### src/rtl/fifo_pkg.sv
// Shared types and constants for the FIFO read-side stream logic.
// Provides the read-buffer state encoding, which doubles as the occupancy count.
package fifo_pkg;

   localparam int DEFAULT_DATA_WIDTH = 8;

   // Encoding equals the number of buffered words (0..2).
   typedef enum logic [1:0] {
      RD_EMPTY = 2'd0,
      RD_ONE   = 2'd1,
      RD_FULL2 = 2'd2
   } rd_state_t;

endpackage

### src/rtl/fifo_stream_reader.sv
// FIFO read-side consumer: pops words while not empty, buffers them in a
// head+skid pair and presents them as a valid/ready stream framed into packets.
// Ports: clk, areset (async, active-high), flush (sync discard/restart),
//   fifo_empty/fifo_rdata/fifo_read (FIFO side, read is combinational),
//   pkt_len (beats per packet, 0 = 2**len_width),
//   m_valid/m_ready/m_data/m_last (output stream), occ (buffered words).
module fifo_stream_reader
   import fifo_pkg::*;
#(
   parameter int data_width = DEFAULT_DATA_WIDTH,
   parameter int len_width  = 8
) (
   input  logic                  clk,
   input  logic                  areset,
   input  logic                  flush,
   input  logic                  fifo_empty,
   input  logic [data_width-1:0] fifo_rdata,
   output logic                  fifo_read,
   input  logic [len_width-1:0]  pkt_len,
   output logic                  m_valid,
   input  logic                  m_ready,
   output logic [data_width-1:0] m_data,
   output logic                  m_last,
   output logic [1:0]            occ
);

   localparam logic [len_width-1:0] LEN_ONE = len_width'(1);

   rd_state_t             r_state;
   logic [data_width-1:0] r_head;
   logic [data_width-1:0] r_skid;
   logic [len_width-1:0]  r_beat_cnt;
   logic [len_width-1:0]  r_len_q;

   rd_state_t             w_state_nxt;
   logic [data_width-1:0] w_head_nxt;
   logic [data_width-1:0] w_skid_nxt;
   logic [len_width-1:0]  w_beat_nxt;
   logic [len_width-1:0]  w_len_eff;
   logic [len_width-1:0]  w_len_m1;
   logic                  w_take;
   logic                  w_pop;

   // Pop decision depends only on registered state and FIFO/flush inputs,
   // never on m_ready, so there is no combinational ready->read path.
   assign w_pop     = ~areset & ~fifo_empty & ~flush & (r_state != RD_FULL2);
   assign fifo_read = w_pop;

   assign m_valid = (r_state != RD_EMPTY);
   assign m_data  = r_head;
   assign occ     = r_state;
   assign w_take  = m_valid & m_ready;

   // The first beat of a packet uses the live pkt_len; later beats use the
   // value latched at packet start. Length 0 wraps to all-ones (2**len_width).
   assign w_len_eff = (r_beat_cnt == '0) ? pkt_len : r_len_q;
   assign w_len_m1  = w_len_eff - LEN_ONE;
   assign m_last    = m_valid & (r_beat_cnt == w_len_m1);

   always_comb begin
      w_state_nxt = r_state;
      w_head_nxt  = r_head;
      w_skid_nxt  = r_skid;
      case (r_state)
         RD_EMPTY: begin
            if (w_pop) begin
               w_state_nxt = RD_ONE;
               w_head_nxt  = fifo_rdata;
            end
         end
         RD_ONE: begin
            if (w_pop & w_take) begin
               w_head_nxt = fifo_rdata;
            end else if (w_pop) begin
               w_state_nxt = RD_FULL2;
               w_skid_nxt  = fifo_rdata;
            end else if (w_take) begin
               w_state_nxt = RD_EMPTY;
            end
         end
         RD_FULL2: begin
            if (w_take) begin
               w_state_nxt = RD_ONE;
               w_head_nxt  = r_skid;
            end
         end
         default: w_state_nxt = RD_EMPTY;
      endcase
      if (flush) begin
         w_state_nxt = RD_EMPTY;
      end
   end

   always_comb begin
      w_beat_nxt = r_beat_cnt;
      if (flush) begin
         w_beat_nxt = '0;
      end else if (w_take & m_last) begin
         w_beat_nxt = '0;
      end else if (w_take) begin
         w_beat_nxt = r_beat_cnt + LEN_ONE;
      end
   end

   always_ff @(posedge clk or posedge areset) begin
      if (areset) begin
         r_state    <= RD_EMPTY;
         r_head     <= '0;
         r_skid     <= '0;
         r_beat_cnt <= '0;
         r_len_q    <= '0;
      end else begin
         r_state    <= w_state_nxt;
         r_head     <= w_head_nxt;
         r_skid     <= w_skid_nxt;
         r_beat_cnt <= w_beat_nxt;
         if (r_beat_cnt == '0) begin
            r_len_q <= pkt_len;
         end
      end
   end

endmodule
### config.mk
export PLATFORM = sky130hd
export DESIGN_NAME = fifo_stream_reader
export DESIGN_NICKNAME = d
export VERILOG_FILES = /design/src/rtl/fifo_pkg.sv /design/src/rtl/fifo_stream_reader.sv
export SDC_FILE = /design/constraint.sdc
export NUM_CORES = 1
export LEC_CHECK = 0
export CAP_MARGIN = 30
export CORE_AREA = 2 2 68 70
export CTS_CLUSTER_SIZE = 8
export DETAILED_ROUTE_END_ITERATION = 7
export DIE_AREA = 0 0 70 72
export PLACE_DENSITY = 0.72
export SYNTH_ARGS = -nofsm -noshare
export SYNTH_HDL_FRONTEND = slang
export SYNTH_SLANG_ARGS = --single-unit
### constraint.sdc
create_clock -name clk -period 4.7 [get_ports clk]
set_clock_uncertainty 0.15 [all_clocks]
set_input_delay 1.41 -clock clk [delete_from_list [all_inputs] [get_ports clk]]
set_output_delay 1.41 -clock clk [all_outputs]
set_load 0.01 [all_outputs]
==> qor.yml, run 1 <==
grt_pass1_wl_um: 8280
timing.rr.start: "r_beat_cnt[0]$_DFFE_PP0P_"
reg2reg_slack_ns: 1.40
cts_buffer_depth: 2
grtUsageTotal_pct: 20.8
required_ns: 3.14
crit_path_end: "m_last"
antennaDiodeCount: 0
crit_slowest_cell: "ha_2"
ys.flop_type: "dfrtp_1"
synth_warnings: 0
clkTransAtPathRegs_ns: 0.08
p_leak_uw: 0.00120
end_kind: "primary output"
drt-initial-drc-count: 136
min_period_over_period_pct: 99.0
hold_viol_final: 0
r2r_end: "r_beat_cnt[4]$_DFFE_PP0P_"
rsz0062_at_grt: "true"
ys_seq_area_share_pct: 41.0
synth_top_area_share_pct: 41.0
clkSinkCount: 34
drive_gt1_share_pct: 24.1
period_minus_slack_ns: 4.65
mostFrequentLayoutCells: "dfrtp_1, buf_4, clkdlybuf4s50_1"
core_um2: 4260
finalSetupViolations: 0
status: "complete, no violations"
io_buffer_count: 33
gr-total-overflow: 0
final_cells: 343
slew_headroom_pct: 56.9
dp_cells: 330
crit_type: "primary input to primary output"
ir_drop_mv: 0.272
synth_seq_cells: 34
nNetsFinal: 314
yosysUniqueCellTypes: 49
path_max_fanout: 2
max_freq_ghz: 0.215
num_rows: 24
firstDrtPassIters: 4
syn_avg_cell_area_um2: 9.21
r2r_cells: 13
p_per_area_nw_per_um2: 291
syn_area_um2: 2070
crit_chain: "dlygate4sd2_1 > mux2i_2 > ha_2 > xor2_1 > nand2_1 > a211oi_1 > o2111ai_2 > nor2_2 > buf_2"
gp_congestion: 0.867
cts_tree: "done"
cap_violations: 0
ios: 34
via_per_inst: 5.38
critPathArrivalTime_ns: 3.09
final_common_cell: "dfrtp_1"
antenna_found_initial: 0
syn_nets: 249
die_area_um2: 5040
cp_slowest_stage_delay_ns: 0.31
synth_largest_area_cell: "dfrtp_1"
wl_per_cell_um: 14.4
syn2layout_area_growth_pct: 35.5
async_flop_share_pct: 100
vias: 1845
maxSlewViolCount: 0
ant_nets: 0
start_util_pct: 48.6
htreeDepth: 2
startpoint: "pkt_len[1]"
hpwl_um: 3660
syn_inst: 225
die_w_um: 70
insertion_delay_ns: 0.30
synth_area_leaders: "dfrtp_1, mux2i_1, mux2_2, nand2_1, nor2_1"
grt_pass1_vias: 1851
startpoint_type: "primary input"
grt_max_degree: 35
hold_ws_ns: 0.364
drt_wl_total_um: 4950
tightest_slew_ns: 0.647
cts_made_buffers: 5
synth_edf_count: 0
hold_path.class: "flip-flop to flip-flop"
clockRootBuffer: "clkbuf_8"
drc: 0
chipHeight_um: 72
## worst min path at each step
stage	cells past startpoint	slack [ns]	to	startpoint
after detailed placement	1	0.35	r_skid[1]$_DFFE_PP0P_	r_skid[1]$_DFFE_PP0P_
after floorplan	1	0.33	r_skid[0]$_DFFE_PP0P_	r_skid[0]$_DFFE_PP0P_
final	1	0.36	r_skid[7]$_DFFE_PP0P_	r_skid[7]$_DFFE_PP0P_
after global routing	1	0.38	r_skid[1]$_DFFE_PP0P_	r_skid[1]$_DFFE_PP0P_
after CTS	1	0.37	r_skid[6]$_DFFE_PP0P_	r_skid[6]$_DFFE_PP0P_
after global placement	1	0.34	r_skid[2]$_DFFE_PP0P_	r_skid[2]$_DFFE_PP0P_
## metal layers
metal,GRT usage (%),wire length [um],up-vias
met5,0,0,-
met3,5.28,238,13
met1,24.7,2110,879
met2,36.2,2490,38
met4,8.97,114,0
li1,-,-,915
## kinds of logic after synthesis
logic type               after synthesis  synth area share (%)
XOR/XNOR                              11                  5.01
multiplexers                          21                  10.9
AO/OA/AOI/OAI                         42                  13.6
buffers and inverters                 18                  3.74
adder cells (fa/ha/maj)                3                  1.81
flip-flops                            34                  41.0
AND/OR/NAND/NOR                       96                  24.0
## worst max-delay path: cells and delay by family
kind / cells / cell delay (ns)
adders and majority gates: 1 / 0.31
AOI/OAI and AO/OA: 2 / 0.44
xor gates and xnor gates: 1 / 0.15
muxes: 1 / 0.18
and+or+nand+nor: 2 / 0.21
buffers and inverters: 2 / 0.39
## repair_timing
item | CTS | global route
setup buffers | 3 | 2
hold buffers | 0 | 0
setup endpoints to repair | 1 | 1
pin swaps | 4 | 7
resized for setup | 11 | 3
## registers in the layout (all words and copies together) (netlist names)
name        count
m_data          8
occ             2
r_beat_cnt      8
r_len_q         8
r_skid          8
## synthesized netlist by cell type (3+ instances only)
| master | n |
|---|---|
| or3_1 | 4 |
| nand2_1 | 27 |
| a21oi_1 | 12 |
| o21ai_1 | 4 |
| ha_1 | 3 |
| o21ai_0 | 5 |
| inv_1 | 10 |
| mux2i_1 | 11 |
| xnor2_1 | 8 |
| dfrtp_1 | 34 |
| a31oi_1 | 3 |
| nand2b_1 | 7 |
| nand3b_1 | 3 |
| clkbuf_1 | 5 |
| nor2_1 | 24 |
| nor2b_1 | 3 |
| mux2_2 | 9 |
| nand3_1 | 6 |
| nor3_1 | 9 |
## metrics by stage
| stage | power, uW | utilization (%) | area [um2] | setup WS [ns] | TNS (ns) |
|---|---|---|---|---|---|
| 2_1_floorplan | 446 | - | 2070 | 0.335 | 0 |
| 3_3_place_gp | 533 | 61.9 | 2640 | -0.508 | -0.508 |
| 3_5_place_dp | 539 | 61.9 | 2640 | -0.571 | -0.571 |
| 4_1_cts | 822 | 65.3 | 2780 | 0.0125 | 0 |
| 5_1_grt | 856 | 65.9 | 2810 | -0.0896 | -0.0896 |
| 6_report | 817 | 65.9 | 2810 | 0.0491 | 0 |
## power breakdown
group | leakage [uW] | internal, uW | switching [uW]
registers | 0.000425 | 328 | 24.9
logic | 0.000728 | 106 | 83.0
clock network | 0.0000504 | 158 | 117
## layout make-up
class	instances	area, um2
clock inverters	3	45.0
flip-flops and latches	34	851
inverters	10	37.5
well taps	52	65.1
clock buffers	5	68.8
fillers	361	1460
repair buffers	66	572
multi-input cells	173	1170
Note: power is estimated with default switching activity, not from simulation.
==> inputs of run 2 (changes only) <==
CTS_CLUSTER_SIZE = 10   (was 8)
==> results of run 2 <==
The final DEF is identical to that of run 1; final timing and power are the same.
==> inputs of run 3 (changes only) <==
CTS_BUF_LIST = sky130_fd_sc_hd__clkbuf_8   (was not set)
HOLD_SLACK_MARGIN = 0.15   (was not set)
REMOVE_ABC_BUFFERS = 1   (was not set)
==> run 3 against run 2 <==
- total power down 6.7%
- wire length down 0.20%
- hold slack worse by 0.0068 ns
- critical path type unchanged
- critical endpoint unchanged
==> qor.yml, run 3 (synthesis gave the netlist of run 1 again) <==
num_rows: 24
drt-initial-drc-count: 141
ios: 34
startpoint: "pkt_len[0]"
crit_slowest_cell: "dlygate4sd2_1"
dp_cells: 329
vias: 1890
pwr-share-clk_pct: 28.9
cts_made_buffers: 5
firstDrtPassIters: 4
p_per_area_nw_per_um2: 271
finalSetupViolations: 0
reg2reg_slack_ns: 1.42
cts_buffer_depth: 2
gp_congestion: 0.857
p_sw_share_pct: 27.6
gr-total-overflow: 0
grt_pass1_wl_um: 8360
grt_pass1_vias: 1879
via_per_inst: 5.46
grt_max_degree: 35
hpwl_um: 3580
final_cells: 346
htreeDepth: 2
core_um2: 4260
start_util_pct: 48.6
chipHeight_um: 72
ant_nets: 0
tightest_slew_ns: 0.612
end_kind: "primary output"
cpMostUsedCell: "o2111ai_2"
clkSinkCount: 34
mostFrequentLayoutCells: "buf_4, dfrtp_1, clkdlybuf4s50_1"
status: "complete, no violations"
critPathArrivalTime_ns: 3.08
io_buffer_count: 33
rsz0062_at_grt: "true"
final_common_cell: "buf_4"
syn2layout_area_growth_pct: 35.4
path_depth: 10
required_ns: 3.14
max_freq_ghz: 0.216
min_period_over_period_pct: 98.7
drc: 0
hold_path.class: "flip-flop to flip-flop"
slew_headroom_pct: 59.2
timing.rr.start: "r_beat_cnt[1]$_DFFE_PP0P_"
wl_per_cell_um: 14.3
drive_gt1_share_pct: 24.5
r2r_cells: 14
insertion_delay_ns: 0.28
maxSlewViolCount: 0
internal_power_uw: 551
critPathTopFamily: "compound AO/OA/AOI/OAI gates"
grtUsageTotal_pct: 20.8
crit_path_end: "m_last"
hold_viol_final: 0
ctsHoldBuffers: 0
p_switching_uw: 211
die_w_um: 70
cp_slowest_stage_delay_ns: 0.25
crit_type: "primary input to primary output"
antennaDiodeCount: 0
cts_tree: "done"
drt_wl_total_um: 4940
path_max_fanout: 4
crit_chain: "dlygate4sd2_1 > mux2i_2 > ha_2 > and3b_1 > a211o_1 > o2111ai_2 > a31oi_1 > o2111ai_2 > nor2_2 > buf_2"
antenna_found_initial: 0
utilization_pct: 65.8
nNetsFinal: 317
r2r_end: "r_beat_cnt[4]$_DFFE_PP0P_"
clockRootBuffer: "clkbuf_8"
p_leak_uw: 0.00122
die_area_um2: 5040
p_comb_share_pct: 24.8
clkTransAtPathRegs_ns: 0.07
startpoint_type: "primary input"
p_seq_share_pct: 46.3
hold_ws_ns: 0.357
crit_buf_inv: 2
period_minus_slack_ns: 4.64
cap_violations: 0
ir_drop_mv: 0.227
-- run 3: cell type report --
cell class	count	area [um2]
flip-flops and latches	34	851
repair buffers	69	593
well taps	52	65.1
clock inverters	2	8.76
multi-input cells	173	1170
inverters	10	37.5
clock buffers	6	82.6
fillers	360	1460
-- run 3: what timing repair did --
item | 4_1_cts | 5_1_grt
pin swaps | 4 | 6
setup endpoints to repair | 1 | 1
setup buffers | 8 | 1
resized for setup | 8 | 5
cloned | 0 | 0
-- run 3: power by group through the flow --
stage	clock network [uW]	registers, uW	logic, uW
2_1_floorplan	0	360	85.6
3_3_place_gp	0	356	175
3_5_place_dp	0	357	179
4_1_cts	227	352	187
5_1_grt	239	357	208
6_report	220	352	189
-- run 3: per-layer routing --
layer  GRT usage [%]  routed length [um]  vias to the layer above
met2            36.8                2530                       50
li1                -                   -                      925
met3            3.19                 194                        9
met1            25.3                2120                      906
met4            8.76                  88                        0
met5               0                   0                        -
-- run 3: worst register-to-register path: cells and delay by family (launching register included) --
kind	cells	cell delay, ns
AO/OA/AOI/OAI	6	0.87
AND/OR/NAND/NOR	3	0.85
flip-flops	1	0.40
adder cells (fa/ha/maj)	2	0.37
buffers and inverters	2	0.27
multiplexers	1	0.25
-- run 3: metrics by stage --
step	setup TNS [ns]	setup slack (ns)	cell area, um2	power [uW]
final	0	0.0600	2810	762
after global routing	-0.0522	-0.0522	2810	805
after CTS	0	0.00849	2780	767
after detailed placement	-0.589	-0.589	2630	535
after global placement	-0.544	-0.544	2630	531
after floorplan	0	0.335	2030	446
-- run 3: how the worst min path moves through the flow --
stage                                     start  slack (ns)  depth (start not counted)                     to
after global placement    r_skid[7]$_DFFE_PP0P_        0.34                          1  r_skid[7]$_DFFE_PP0P_
after floorplan           r_skid[0]$_DFFE_PP0P_        0.33                          1  r_skid[0]$_DFFE_PP0P_
after global routing      r_skid[2]$_DFFE_PP0P_        0.37                          1  r_skid[2]$_DFFE_PP0P_
after detailed placement  r_skid[5]$_DFFE_PP0P_        0.35                          1  r_skid[5]$_DFFE_PP0P_
final                     r_skid[5]$_DFFE_PP0P_        0.36                          1  r_skid[5]$_DFFE_PP0P_
after CTS                 r_skid[5]$_DFFE_PP0P_        0.36                          1  r_skid[5]$_DFFE_PP0P_
